**config.mk**
```make
export PLATFORM = sky130hd
export DESIGN_NAME = dpll_pi_loop_filter
export DESIGN_NICKNAME = d
export VERILOG_FILES = /design/src/rtl/dpll_pkg.sv /design/src/rtl/dpll_pulse_sync.sv /design/src/rtl/dpll_pi_loop_filter.sv
export SDC_FILE = /design/constraint.sdc
export NUM_CORES = 1
export LEC_CHECK = 0
export CORE_AREA = 2 2 129 68
export DETAILED_ROUTE_END_ITERATION = 8
export DIE_AREA = 0 0 131 70
export PLACE_DENSITY_LB_ADDON = 0.05
export SYNTH_ARGS = -nofsm -noshare
export SYNTH_HDL_FRONTEND = slang
export SYNTH_HIERARCHICAL = 1
export SYNTH_SLANG_ARGS = --single-unit
```
**constraint.sdc**
```tcl
create_clock -name clk -period 14.86 [get_ports clk]
set_input_delay 2.972 -clock clk [delete_from_list [all_inputs] [get_ports clk]]
set_output_delay 2.972 -clock clk [all_outputs]
set_load 0.02 [all_outputs]
```
**src/rtl/dpll_pkg.sv**
```systemverilog
// Shared definitions for the PI loop filter: FSM encoding, centre code,
// saturation limits and the saturating window-error step.
package dpll_pkg;

    typedef enum logic [1:0] {
        ST_IDLE   = 2'd0,
        ST_ACCUM  = 2'd1,
        ST_UPDATE = 2'd2,
        ST_HOLD   = 2'd3
    } dpll_state_e;

    localparam logic [15:0] CTRL_MID_DEF = 16'h8000;

    localparam int ERR_W   = 9;
    localparam int INTEG_W = 17;
    localparam int SUM_W   = 20;
    localparam int CNT_W   = 8;

    localparam logic signed [ERR_W-1:0]   ERR_MAX   = 9'sd127;
    localparam logic signed [ERR_W-1:0]   ERR_MIN   = -9'sd127;
    localparam logic signed [INTEG_W-1:0] INTEG_MAX = 17'sd32767;
    localparam logic signed [INTEG_W-1:0] INTEG_MIN = -17'sd32767;

    typedef struct packed {
        logic signed [ERR_W-1:0] val;
        logic                    clamped;
    } err_step_t;

    // One cycle of window-error accumulation; simultaneous up/down cancel.
    function automatic err_step_t err_step(
        input logic signed [ERR_W-1:0] err,
        input logic                    inc,
        input logic                    dec
    );
        err_step_t r;
        r.val     = err;
        r.clamped = 1'b0;
        if (inc && !dec) begin
            if (err >= ERR_MAX) begin
                r.clamped = 1'b1;
            end else begin
                r.val = err + 9'sd1;
            end
        end else if (dec && !inc) begin
            if (err <= ERR_MIN) begin
                r.clamped = 1'b1;
            end else begin
                r.val = err - 9'sd1;
            end
        end else begin
            r.val = err;
        end
        return r;
    endfunction

endpackage

```
**src/rtl/dpll_pulse_sync.sv**
```systemverilog
// Two-flop synchroniser for an asynchronous PFD pulse followed by a
// rising-edge detector; event_o is a single clk-cycle pulse.
module dpll_pulse_sync (
    input  logic clk,
    input  logic rst,
    input  logic async_i,
    output logic event_o
);

    logic [2:0] sync_q;

    // Shift the raw input through the synchroniser and edge-history flop.
    always_ff @(posedge clk or posedge rst) begin
        if (rst) begin
            sync_q <= 3'b000;
        end else begin
            sync_q <= {sync_q[1:0], async_i};
        end
    end

    assign event_o = sync_q[1] & ~sync_q[2];

endmodule

```
**src/rtl/dpll_pi_loop_filter.sv**
```systemverilog
// Windowed PI loop filter for a DPLL: counts PFD up/down events over a
// fixed window and converts them into a clamped DCO control word.
module dpll_pi_loop_filter
    import dpll_pkg::*;
#(
    parameter int                CTRL_W   = 16,
    parameter int                WIN_LEN  = 16,
    parameter int                KP_SHIFT = 3,
    parameter logic [CTRL_W-1:0] CTRL_MID = CTRL_MID_DEF
) (
    input  logic              clk,
    input  logic              rst,
    input  logic              up,
    input  logic              down,
    input  logic              hold,
    output logic [CTRL_W-1:0] control_out,
    output logic              control_valid,
    output logic              sat_flag
);

    localparam logic [CNT_W-1:0] CNT_LAST = CNT_W'(WIN_LEN - 1);
    localparam logic signed [SUM_W-1:0] SUM_MAX = SUM_W'((64'd1 << CTRL_W) - 64'd1);
    localparam logic signed [INTEG_W:0] INTEG_SUM_MAX = {INTEG_MAX[INTEG_W-1], INTEG_MAX};
    localparam logic signed [INTEG_W:0] INTEG_SUM_MIN = {INTEG_MIN[INTEG_W-1], INTEG_MIN};

    logic up_ev_s;
    logic dn_ev_s;

    dpll_state_e               state_q, state_d;
    logic [CNT_W-1:0]          cnt_q, cnt_d;
    logic signed [ERR_W-1:0]   err_q, err_d;
    logic signed [INTEG_W-1:0] integ_q, integ_d;
    logic [CTRL_W-1:0]         out_q, out_d;
    logic                      valid_q, valid_d;
    logic                      sat_q, sat_d;
    logic                      win_sat_q, win_sat_d;

    err_step_t                 step_acc_s;
    err_step_t                 step_new_s;
    logic signed [INTEG_W:0]   integ_sum_s;
    logic signed [INTEG_W-1:0] integ_sat_s;
    logic                      integ_clamp_s;
    logic signed [SUM_W-1:0]   mid_ext_s;
    logic signed [SUM_W-1:0]   err_ext_s;
    logic signed [SUM_W-1:0]   integ_ext_s;
    logic signed [SUM_W-1:0]   sum_s;
    logic [CTRL_W-1:0]         out_sat_s;
    logic                      out_clamp_s;

    dpll_pulse_sync u_sync_up (
        .clk     (clk),
        .rst     (rst),
        .async_i (up),
        .event_o (up_ev_s)
    );

    dpll_pulse_sync u_sync_dn (
        .clk     (clk),
        .rst     (rst),
        .async_i (down),
        .event_o (dn_ev_s)
    );

    // step_new_s seeds the next window with an event landing in the UPDATE cycle.
    assign step_acc_s = err_step(err_q, up_ev_s, dn_ev_s);
    assign step_new_s = err_step({ERR_W{1'b0}}, up_ev_s, dn_ev_s);

    assign integ_sum_s = {integ_q[INTEG_W-1], integ_q}
                       + {{(INTEG_W + 1 - ERR_W){err_q[ERR_W-1]}}, err_q};

    // Integrator saturation at +/-32767.
    always_comb begin
        integ_sat_s   = integ_sum_s[INTEG_W-1:0];
        integ_clamp_s = 1'b0;
        if (integ_sum_s > INTEG_SUM_MAX) begin
            integ_sat_s   = INTEG_MAX;
            integ_clamp_s = 1'b1;
        end else if (integ_sum_s < INTEG_SUM_MIN) begin
            integ_sat_s   = INTEG_MIN;
            integ_clamp_s = 1'b1;
        end else begin
            integ_sat_s   = integ_sum_s[INTEG_W-1:0];
            integ_clamp_s = 1'b0;
        end
    end

    assign mid_ext_s   = {{(SUM_W - CTRL_W){1'b0}}, CTRL_MID};
    assign err_ext_s   = {{(SUM_W - ERR_W){err_q[ERR_W-1]}}, err_q} <<< KP_SHIFT;
    assign integ_ext_s = {{(SUM_W - INTEG_W){integ_sat_s[INTEG_W-1]}}, integ_sat_s};
    assign sum_s       = mid_ext_s + err_ext_s + integ_ext_s;

    // Clamp the proportional + integral sum into the unsigned DCO code range.
    always_comb begin
        out_sat_s   = sum_s[CTRL_W-1:0];
        out_clamp_s = 1'b0;
        if (sum_s[SUM_W-1]) begin
            out_sat_s   = {CTRL_W{1'b0}};
            out_clamp_s = 1'b1;
        end else if (sum_s > SUM_MAX) begin
            out_sat_s   = {CTRL_W{1'b1}};
            out_clamp_s = 1'b1;
        end else begin
            out_sat_s   = sum_s[CTRL_W-1:0];
            out_clamp_s = 1'b0;
        end
    end

    // Next-state logic; hold pre-empts both accumulation and the update itself.
    always_comb begin
        state_d   = state_q;
        cnt_d     = cnt_q;
        err_d     = err_q;
        integ_d   = integ_q;
        out_d     = out_q;
        valid_d   = 1'b0;
        sat_d     = sat_q;
        win_sat_d = win_sat_q;
        case (state_q)
            ST_IDLE: begin
                state_d   = ST_ACCUM;
                cnt_d     = {CNT_W{1'b0}};
                err_d     = {ERR_W{1'b0}};
                win_sat_d = 1'b0;
            end
            ST_ACCUM: begin
                if (hold) begin
                    state_d   = ST_HOLD;
                    cnt_d     = {CNT_W{1'b0}};
                    err_d     = {ERR_W{1'b0}};
                    win_sat_d = 1'b0;
                end else begin
                    err_d     = step_acc_s.val;
                    win_sat_d = win_sat_q | step_acc_s.clamped;
                    if (cnt_q == CNT_LAST) begin
                        state_d = ST_UPDATE;
                        cnt_d   = {CNT_W{1'b0}};
                    end else begin
                        cnt_d = cnt_q + 8'd1;
                    end
                end
            end
            ST_UPDATE: begin
                if (hold) begin
                    state_d   = ST_HOLD;
                    cnt_d     = {CNT_W{1'b0}};
                    err_d     = {ERR_W{1'b0}};
                    win_sat_d = 1'b0;
                end else begin
                    state_d   = ST_ACCUM;
                    cnt_d     = {CNT_W{1'b0}};
                    integ_d   = integ_sat_s;
                    out_d     = out_sat_s;
                    valid_d   = 1'b1;
                    sat_d     = win_sat_q | integ_clamp_s | out_clamp_s;
                    err_d     = step_new_s.val;
                    win_sat_d = step_new_s.clamped;
                end
            end
            ST_HOLD: begin
                cnt_d     = {CNT_W{1'b0}};
                err_d     = {ERR_W{1'b0}};
                win_sat_d = 1'b0;
                if (!hold) begin
                    state_d = ST_ACCUM;
                end else begin
                    state_d = ST_HOLD;
                end
            end
            default: begin
                state_d   = ST_IDLE;
                cnt_d     = {CNT_W{1'b0}};
                err_d     = {ERR_W{1'b0}};
                win_sat_d = 1'b0;
            end
        endcase
    end

    // FSM and datapath registers; outputs come straight from flops.
    always_ff @(posedge clk or posedge rst) begin
        if (rst) begin
            state_q   <= ST_IDLE;
            cnt_q     <= {CNT_W{1'b0}};
            err_q     <= {ERR_W{1'b0}};
            integ_q   <= {INTEG_W{1'b0}};
            out_q     <= CTRL_MID;
            valid_q   <= 1'b0;
            sat_q     <= 1'b0;
            win_sat_q <= 1'b0;
        end else begin
            state_q   <= state_d;
            cnt_q     <= cnt_d;
            err_q     <= err_d;
            integ_q   <= integ_d;
            out_q     <= out_d;
            valid_q   <= valid_d;
            sat_q     <= sat_d;
            win_sat_q <= win_sat_d;
        end
    end

    assign control_out   = out_q;
    assign control_valid = valid_q;
    assign sat_flag      = sat_q;

endmodule
```
==> results of run 1 <==
state kept, by name (all words and copies together), names as in the netlist:
signal and count:
state_q 2, control_out 16, control_valid 1, u_sync_dn/sync_q 3, cnt_q 8, u_sync_up/sync_q 3
sat_flag 1, err_q 9, win_sat_q 1, integ_q 17
stage by stage:
step / hold WS (ns) / std cells / cell area [sq um] / worst slack, ns
after floorplan: 0.331 / 569 / 5030 / 9.30
after global placement: 0.333 / 696 / 5350 / 8.31
after detailed placement: 0.339 / 696 / 5350 / 8.23
after CTS: 0.355 / 712 / 5650 / 8.18
after global routing: 0.358 / 712 / 5650 / 7.61
final: 0.353 / 712 / 5650 / 8.02
report_power, final:
| group | internal (mW) | switching [mW] |
|---|---|---|
| combinational | 0.168 | 0.263 |
| sequential | 0.172 | 0.0175 |
| clock | 0.130 | 0.0794 |
| total | 0.471 | 0.360 |
layout make-up:
cell class	instances	area, sq um
Fill cell	669	2610
Multi-Input combinational cell	462	3310
Inverter	30	113
Clock buffer	9	225
Sequential cell	61	1530
Tap cell	117	146
Clock inverter	7	76.3
Timing Repair Buffer	26	250
kinds of logic after synthesis:
group	after synthesis	synth area share
simple gates	207	0.202
compound gates	167	0.252
flops	61	0.304
fa+ha+maj	59	0.151
buf+inv	46	0.0376
xor+xnor	26	0.0468
mux	3	0.00597
per-layer routing:
metal  part of all wire  vias to the layer above
li1                   -                     2124
met1               0.52                     2089
met2               0.39                      181
met3              0.079                       18
met4             0.0069                        0
met5                  0                        -
placed cells by master, fill, tap and decap left out, types with 8 or more instances in the layout:
master           count
nand2_1             67
nand3_1             19
clkdlybuf4s50_1     22
nor3_1              10
a21o_1              16
a21oi_1             32
nor2_1              55
dfrtp_1             60
xor2_1              10
o21ai_0             35
xnor2_1             15
o21ai_1              8
clkbuf_16            9
inv_1               28
ha_1                56
critical path: stages (launching register included):
cell and delay (ns):
dfrtp_1 0.50, ha_1 0.32, inv_1 0.09, fa_1 0.42, nand2b_1 0.21, a21o_1 0.24, a211oi_2 0.49, a2111oi_4 0.16
a211oi_4 0.40, a21bo_1 0.55, o21ai_1 0.15, ha_1 0.31, ha_1 0.24, fa_1 0.42, a211o_1 0.31, a2111o_1 0.43
a211oi_2 0.22, o21bai_1 0.12, o21bai_1 0.14, nand3_1 0.45, nand2b_1 0.34, o211ai_1 0.14
how the worst max path moves through the flow:
stage | endpoint | slack, ns | cells past startpoint
after floorplan | control_out[1] | 9.30 | 22
after global placement | control_out[2] | 8.31 | 19
after detailed placement | control_out[2] | 8.23 | 21
after CTS | control_out[0] | 8.18 | 21
after global routing | control_out[0] | 7.61 | 21
final | control_out[0] | 8.02 | 21
==> impl_results.md, run 1 <==
* Vias in the first global route at between 4k and 5k
* Initial DRC count at 509
* Syn Nets at 633
* Post-synthesis instance total at around 570
* Top Usage Layer GRT: met1
* Worst hold endpoint: u_sync_dn/sync_q[1]
* Later-pin clock latency in the skew report at 0.33 ns
* Vias per cell at 6.20
* Post-synth top cells: nand2_1, dfrtp_1, ha_1
* Hold Crit Start: u_sync_dn/sync_q[0]
* Slew Viols, Final at 0
* Mapped Area at about 5000 sq um
* Share of layout cells above drive strength 1 at 0.0908
* Biggest area consumer among synthesized cells: dfrtp_1
* Post-cts gate resize count at 0
* Total gr overflow at 0
* Input/output buffers at 22
* Worst min-delay path category: reg2reg
* Vias at 4412
* FF-to-FF End: control_out[0]
* Post-DP HPWL at approximately 9.7 mm
* Ports at 23
* Tot Pwr at between 0.8 and 0.9 mW
* Number of synthesized flops with an enable pin at 0
* Fin. Hold Viols at 0
* Die Y-Extent at 70 microns
* Total negative setup slack at 0 ns
* Fin crit share at 0.460
* Top FF cell, synth: dfrtp_1
* Synth cell types at 76
* Worst setup EP type: flop
* R2r worst-path depth at 21
* Reg2reg start: err_q[0]
* Critical Path AT at around 7 ns
* Ant diodes at 0
* Hold Path Stages at 0
* Top post-synthesis cells by area: dfrtp_1, ha_1, nand2_1
* # DRC at 0
* Die Wd at approximately 130 microns
* Syn. warnings at 6
* Detail Route Antenna Nets at 0
* CP startpoint kind: flop
* VDD IR max at slightly above 0.1 mV
* WS Path Type: reg2reg
* Routed wire length at approximately 13 mm
* H-tree Lvls at 3
* Clock skew at slightly above 0.005 ns
* Post-synthesis register bit count at between 60 and 70
* Clock Path Buffers at 2
* Worst-Margin Slew at between 0.8 and 0.9 ns
* CORE AREA at 8260 sq um
* Largest net degree at the start of global routing at 56
* Fraction of registers with async set/reset at 1.00
* CP startpoint: err_q[0]
* Setup bufs post-CTS at 0
* Nets at between 600 and 700
* Power density over the cells at ~150 nW/um^2
* Most common cell in the netlist: nand2_1
* M2 GR Usage at 0.389
* Cell Rows at 24
* Final setup viols at 0
* Yosys top cell area share at 0.299
* Critical path required time at roughly 15 ns
* FMAX at about 150 MHz
* Global-route wire length before repair at 21.1 mm
* Initial antenna violation count at 0
* Relative max-transition margin at 0.425
* Leak Pwr at about 2.6 nW
* Drt pass-1 iters at 5
* CP Max Fanout at 19
* Status: finished, final reports clean
* CTS tree: yes
* RD Place Congestion at just over 0.9
* Mean Syn Cell Area at between 8 and 9 sq um
* CTS sink count at 61
* Min Tclk post-route at approximately 6.8 ns
* Fin util at 0.684
* Area growth syn-to-layout at 12.4%
* FF-to-FF setup slack at 8.02 ns
* Max-Cap Viols at 0
* TritonCTS Buffers at 9
* Clock transition at path regs at roughly 0.06 ns
* Root buffer selected by CTS: clkbuf_16
* Seq/Total Area, Yosys at 0.304
* Grt met3 use at 0.0805
* Avg WL per Cell at approximately 18 microns
* Met1 usage at 0.486
* CTS Hold Bufs at 0
* Initial Util at 0.609
* Die area at 9170 sq um
* RSZ-0062 raised after global routing: no
* GRT Overall Usage at 0.297
(Power assumes the default switching activity.)
==> inputs of run 2 (changes only) <==
CORE_AREA = 2 2 137 72   (was 2 2 129 68)
DIE_AREA = 0 0 139 74   (was 0 0 131 70)
clock period = 6.2 ns   (was 14.86 ns; I/O delays follow)
==> run 2 against run 1 <==
  * Wire length grew 0.86%
  * Non-clock buffer count rose by 15
  * Final area is 1.9% higher
  * First-iteration DRC count up 3.9%
  * Clock power is 120% higher
  * Clock-buffer cell count rose by 1
  * Worst setup slack worse by 7.6 ns
  * Cell count is 2.7% higher
  * Critical endpoint unchanged
  * Largest power group unchanged
==> impl_results.md, run 2 (synthesis results as in run 1) <==
* Status: finished, final reports clean
* Area growth syn-to-layout at 14.5%
* Min Tclk post-route at just under 6 ns
* CP startpoint kind: flop
* Share of layout cells above drive strength 1 at 0.120
* Setup bufs post-CTS at 0
* VDD IR max at slightly below 0.2 mV
* FF-to-FF End: control_out[0]
* WP buf/inv at 1
* Avg WL per Cell at 17.9 microns
* R2r worst-path depth at 21
* Fillers at between 700 and 800
* Detail Route Antenna Nets at 0
* Clock Path Buffers at 2
* Vias per cell at 6.11
* Area of the multi-input gates at about 3300 sq um
* H-tree Lvls at 3
* Critical path required time at ~6.4 ns
* RD Place Congestion at around 0.90
* FF-to-FF setup slack at approximately 0.38 ns
* # DRC at 0
* GRT Overall Usage at 0.266
* CORE AREA at approximately 9100 sq um
* CP Max Fanout at 7
* Largest Register: integ_q
* Largest stage delay, worst path at a little over 0.5 ns
* Routed wire length at around 13 mm
* Slew Viols, Final at 0
* Total gr overflow at 0
* CP max stage cell: or4_1
* Ports at 23
* FF/Latch Area at 1530 sq um
* Crit path max-delay family: compound AO/OA/AOI/OAI gates
* Cell Rows at 25
* Initial antenna violation count at 0
* Initial DRC count at roughly 530
* Total negative setup slack at 0 ns
* CTS tree: yes
* Vias in the first global route at 4147
* Clock transition at path regs at about 0.050 ns
* Reg2reg start: err_q[0]
* Hold Crit Start: u_sync_up/sync_q[0]
* RSZ-0062 raised after global routing: no
* Vias at ~4.5k
* Worst hold slack at roughly 0.35 ns
* Nets at between 600 and 700
* Max-Cap Viols at 0
* Die Wd at 139 microns
* Cells along the critical path: ha_2 -> inv_1 -> fa_1 -> nand2b_1 -> a21oi_1 -> xor2_1 -> or4_1 -> nor4_2 -> and4_4 -> o31a_4 -> o21ai_1 -> ha_1 -> ha_1 -> fa_1 -> a211o_1 -> a2111o_1 -> a211oi_2 -> nor3b_1 -> o311ai_4 -> nand2b_1 -> o211ai_1
* CTS sink count at around 60
* Critical Path AT at 6.00 ns
* Commonest non-fill, non-tap cell in the layout: nand2_1
* Die area at 10300 sq um
* Min setup slack post-route at ~0.38 ns
* Input/output buffers at 22
* Fin. Hold Viols at 0
* Largest register FFs at 17
* Global-route wire length before repair at roughly 21 mm
* TritonCTS Buffers at 9
* Die Y-Extent at ~74 microns
* FMAX at ~170 MHz
* Worst-Margin Slew at ~0.84 ns
* Largest net degree at the start of global routing at 56
* Leak Pwr at between 2 and 3 nW
* Clock skew at 0.00585 ns
* Commonest non-fill, non-tap cells in the layout: nand2_1, dfrtp_1, nor2_1, ha_1, o21ai_0
* Power density over the cells at 347 nW/um^2
* Final setup viols at 0
* Post-DP HPWL at about 10 mm
* Relative max-transition margin at 0.439
* Fin crit share at 0.938
* Worst hold endpoint: u_sync_up/sync_q[1]
* Root buffer selected by CTS: clkbuf_16
* Later-pin clock latency in the skew report at 0.34 ns
* DP Worst Slack at 0.272 ns
* Worst setup EP type: flop
* Initial Util at 0.550
* Worst min-delay path category: reg2reg
* Drt pass-1 iters at 5
* Ant diodes at 0
* WS Path Type: reg2reg
* Hold Path Stages at 0
==> run 2: metrics by stage <==
step                power [mW]  instances   util  area [sq um]
finish                    2.00        731  0.630          5760
detailed placement        1.51        715  0.598          5460
global placement          1.51        715  0.598          5460
floorplan                 1.25        569      -          5030
global route              2.15        731  0.630          5760
CTS                       1.99        731  0.629          5740
==> run 2: where the power goes <==
group	total [mW]	internal (mW)	switching (mW)
clock	0.462	0.279	0.182
combinational	1.09	0.442	0.646
sequential	0.449	0.414	0.0348
==> run 2: final cells by class <==
type	count	area share
Multi-Input combinational cell	462	0.576
Clock inverter	6	0.00674
Tap cell	121	0.0263
Sequential cell	61	0.266
Inverter	30	0.0196
Clock buffer	10	0.0415
Timing Repair Buffer	41	0.0637
==> run 2: layer usage <==
metal	vias up	wire (microns)	track usage
li1	2139	-	-
met1	2115	6660	0.416
met2	200	5050	0.360
met3	13	1290	0.0683
met4	0	89	0.0741
met5	-	0	0
==> run 2: what timing repair did <==
action                     CTS  global route
setup endpoints to repair    0            17
hold buffers                 0             0
gates resized for setup      0             6
==> run 2: how the worst max path moves through the flow <==
stage | startpoint | endpoint | slack [ns] | depth (start not counted)
final | err_q[0] | control_out[0] | 0.38 | 21
after global routing | err_q[0] | control_out[8] | 0.04 | 23
after CTS | err_q[0] | sat_flag | 0.20 | 22
after detailed placement | err_q[0] | sat_flag | 0.27 | 22
after global placement | err_q[0] | sat_flag | 0.42 | 22
after floorplan | err_q[0] | control_out[1] | 0.64 | 22
==> inputs of run 3 (changes only) <==
clock period = 4.9 ns   (was 6.2 ns; I/O delays follow)
==> run 3 against run 2 <==
  * Critical path depth unchanged
  * Largest cell class unchanged
  * Sequential power increased by 22%
  * Non-clock buffer count increased by 97
  * Critical path type unchanged
  * Critical endpoint is now control_out[1]
  * Global-route usage increased by 3.9 points
  * Clock-buffer cell count unchanged
  * The flow now finishes with violations (setup timing)
  * Sequential cell count unchanged
  * Clock skew decreased by 0.00081 ns
==> impl_results.md, run 3 (synthesis results as in run 1) <==
* Ant diodes at 0
* Largest register FFs at 17
* Routed wire length at 15.3 mm
* Area growth syn-to-layout at 34.6%
* Worst min-delay path category: reg2reg
* Clock transition at path regs at 0.06 ns
* P_sw at around 1.3 mW
* Status: finished, violations left
* Area of the multi-input gates at 3560 sq um
* Root buffer selected by CTS: clkbuf_16
* Worst hold slack at 0.349 ns
* Largest Register: integ_q
* Largest net degree at the start of global routing at 42
* Avg WL per Cell at between 15 and 20 microns
* H-tree Lvls at 3
* Flop pwr share at 0.179
* Initial DRC count at ~430
* Initial Util at 0.550
* Max-Cap Viols at 0
* Commonest non-fill, non-tap cell in the layout: buf_4
* Critical path required time at roughly 5 ns
* VDD IR max at about 0.43 mV
* Slew Viols, Final at 0
* WS Path Type: reg2reg
* Share of layout cells above drive strength 1 at 0.290
* Critical Path AT at between 5 and 6 ns
* Clock Path Buffers at 2
* Final setup viols at 17
* Tot Pwr at just over 3 mW
* Cell Rows at 25
* Failing checks: setup timing
* Fillers at about 670
* Placed inst area at 6260 sq um
* CORE AREA at around 9100 sq um
* CTS Hold Bufs at 0
* CTS sink count at 61
* Detail Route Antenna Nets at 0
* RD Place Congestion at 0.978
* Power density over the cells at between 400 and 500 nW/um^2
* Die Y-Extent at around 74 microns
* CP startpoint kind: flop
* Worst-Margin Slew at about 0.94 ns
* TritonCTS Buffers at 9
* Min setup slack post-route at -0.365 ns
* FMAX at 190 MHz
* Leak Pwr at about 3.3 nW
* Vias in the first global route at roughly 4.7k
* RSZ-0062 raised after global routing: yes
* Fin util at 0.740
* Vias per cell at 5.96
* Post-DP HPWL at 11.5 mm
* CP Max Fanout at 15
* Clock skew at 0.00505 ns
* GRT Overall Usage at 0.306
* R2r worst-path depth at 21
* Pint at between 1.5 and 2 mW
* Die Wd at 139 microns
* FF/Latch Area at ~1500 sq um
* Global-route wire length before repair at roughly 24 mm
* Ports at 23
* Reg2reg start: err_q[8]
* Later-pin clock latency in the skew report at 0.34 ns
* Fin crit share at 1.07
* Nets at approximately 770
* Combinational share of power at 0.613
* Drt pass-1 iters at 5
* CTS tree: yes
* Initial antenna violation count at 0
* Worst setup EP type: flop
* FF-to-FF setup slack at -0.37 ns
* Relative max-transition margin at 0.369
* Min Tclk post-route at 5.27 ns
* CP startpoint: err_q[8]
* Input/output buffers at 22
* Vias at between 4k and 5k
* Total negative setup slack at -5.59 ns
* Total gr overflow at 0
* Fin. Hold Viols at 0
* Switching Share at 0.416
* # DRC at 0
* Commonest non-fill, non-tap cells in the layout: buf_4, nand2_1, dfrtp_1, nor2_1, ha_1
* Clk pwr share at 0.209
* FF-to-FF End: control_out[1]
* Critical Path Sink: control_out[1]
* Fin area at between 6000 and 7000 sq um
* Die area at just over 10000 sq um
run 3: changes by cell type in the layout (fill, tap and decap cells not counted), moves of 4 or more:
cell and delta:
buf_4 +95, o21ai_0 -15, o21ai_1 +13, ha_1 -7, ha_2 +4
run 3: repair_timing:
action / 4_1_cts / 5_1_grt
endpoints found under the setup margin: 17 / 17
setup buffers: 1 / 0
resized for setup: 17 / 22
pin swaps: 6 / 3
run 3: metrics by stage:
stage	worst slack (ns)	cells
5_1_grt	-0.522	828
4_1_cts	-0.341	828
2_1_floorplan	-0.335	569
3_5_place_dp	-0.481	811
6_report	-0.365	828
3_3_place_gp	-0.297	811
run 3: layout make-up:
class | count | area share
repair buffers | 138 | 0.164
clock buffers | 10 | 0.0353
inverters | 30 | 0.0167
flip-flops and latches | 61 | 0.226
clock inverters | 6 | 0.00925
multi-input cells | 462 | 0.526
well taps | 121 | 0.0224
run 3: routing by layer:
layer / GRT usage / part of all wire / vias to the layer above
met5: 0 / 0 / -
met4: 0.0774 / 0.012 / 0
met3: 0.0741 / 0.095 / 26
met2: 0.446 / 0.40 / 202
met1: 0.458 / 0.49 / 2376
li1: - / - / 2335
run 3: power by group through the flow:
stage / Combinational [mW] / Sequential [mW] / Clock [mW]
after floorplan: 1.06 / 0.562 / 0
after global routing: 2.05 / 0.551 / 0.671
after detailed placement: 1.76 / 0.553 / 0
final: 1.88 / 0.548 / 0.640
after CTS: 1.80 / 0.545 / 0.644
after global placement: 1.72 / 0.551 / 0
run 3: worst min path at each step:
| stage | start | end | slack [ns] | depth (start not counted) |
|---|---|---|---|---|
| floorplan | u_sync_dn/sync_q[0] | u_sync_dn/sync_q[1] | 0.33 | 0 |
| global placement | u_sync_up/sync_q[0] | u_sync_up/sync_q[1] | 0.33 | 0 |
| detailed placement | u_sync_up/sync_q[0] | u_sync_up/sync_q[1] | 0.34 | 0 |
| CTS | u_sync_up/sync_q[0] | u_sync_up/sync_q[1] | 0.35 | 0 |
| global route | u_sync_up/sync_q[0] | u_sync_up/sync_q[1] | 0.35 | 0 |
| finish | u_sync_up/sync_q[0] | u_sync_up/sync_q[1] | 0.35 | 0 |
run 3: worst max-delay path, stage by stage (launching register included):
cell,delay [ns]
dfrtp_2,0.50
buf_4,0.22
ha_1,0.36
nand4_1,0.29
nor4_1,0.35
buf_4,0.19
nor3_1,0.07
o22ai_2,0.22
a21bo_1,0.32
o21ai_2,0.09
ha_1,0.25
ha_2,0.20
fa_2,0.34
a211o_1,0.28
a2111o_1,0.42
a211oi_2,0.24
o21bai_1,0.12
o21bai_1,0.18
nand3_2,0.12
buf_12,0.17
nand2b_4,0.08
o311ai_2,0.11
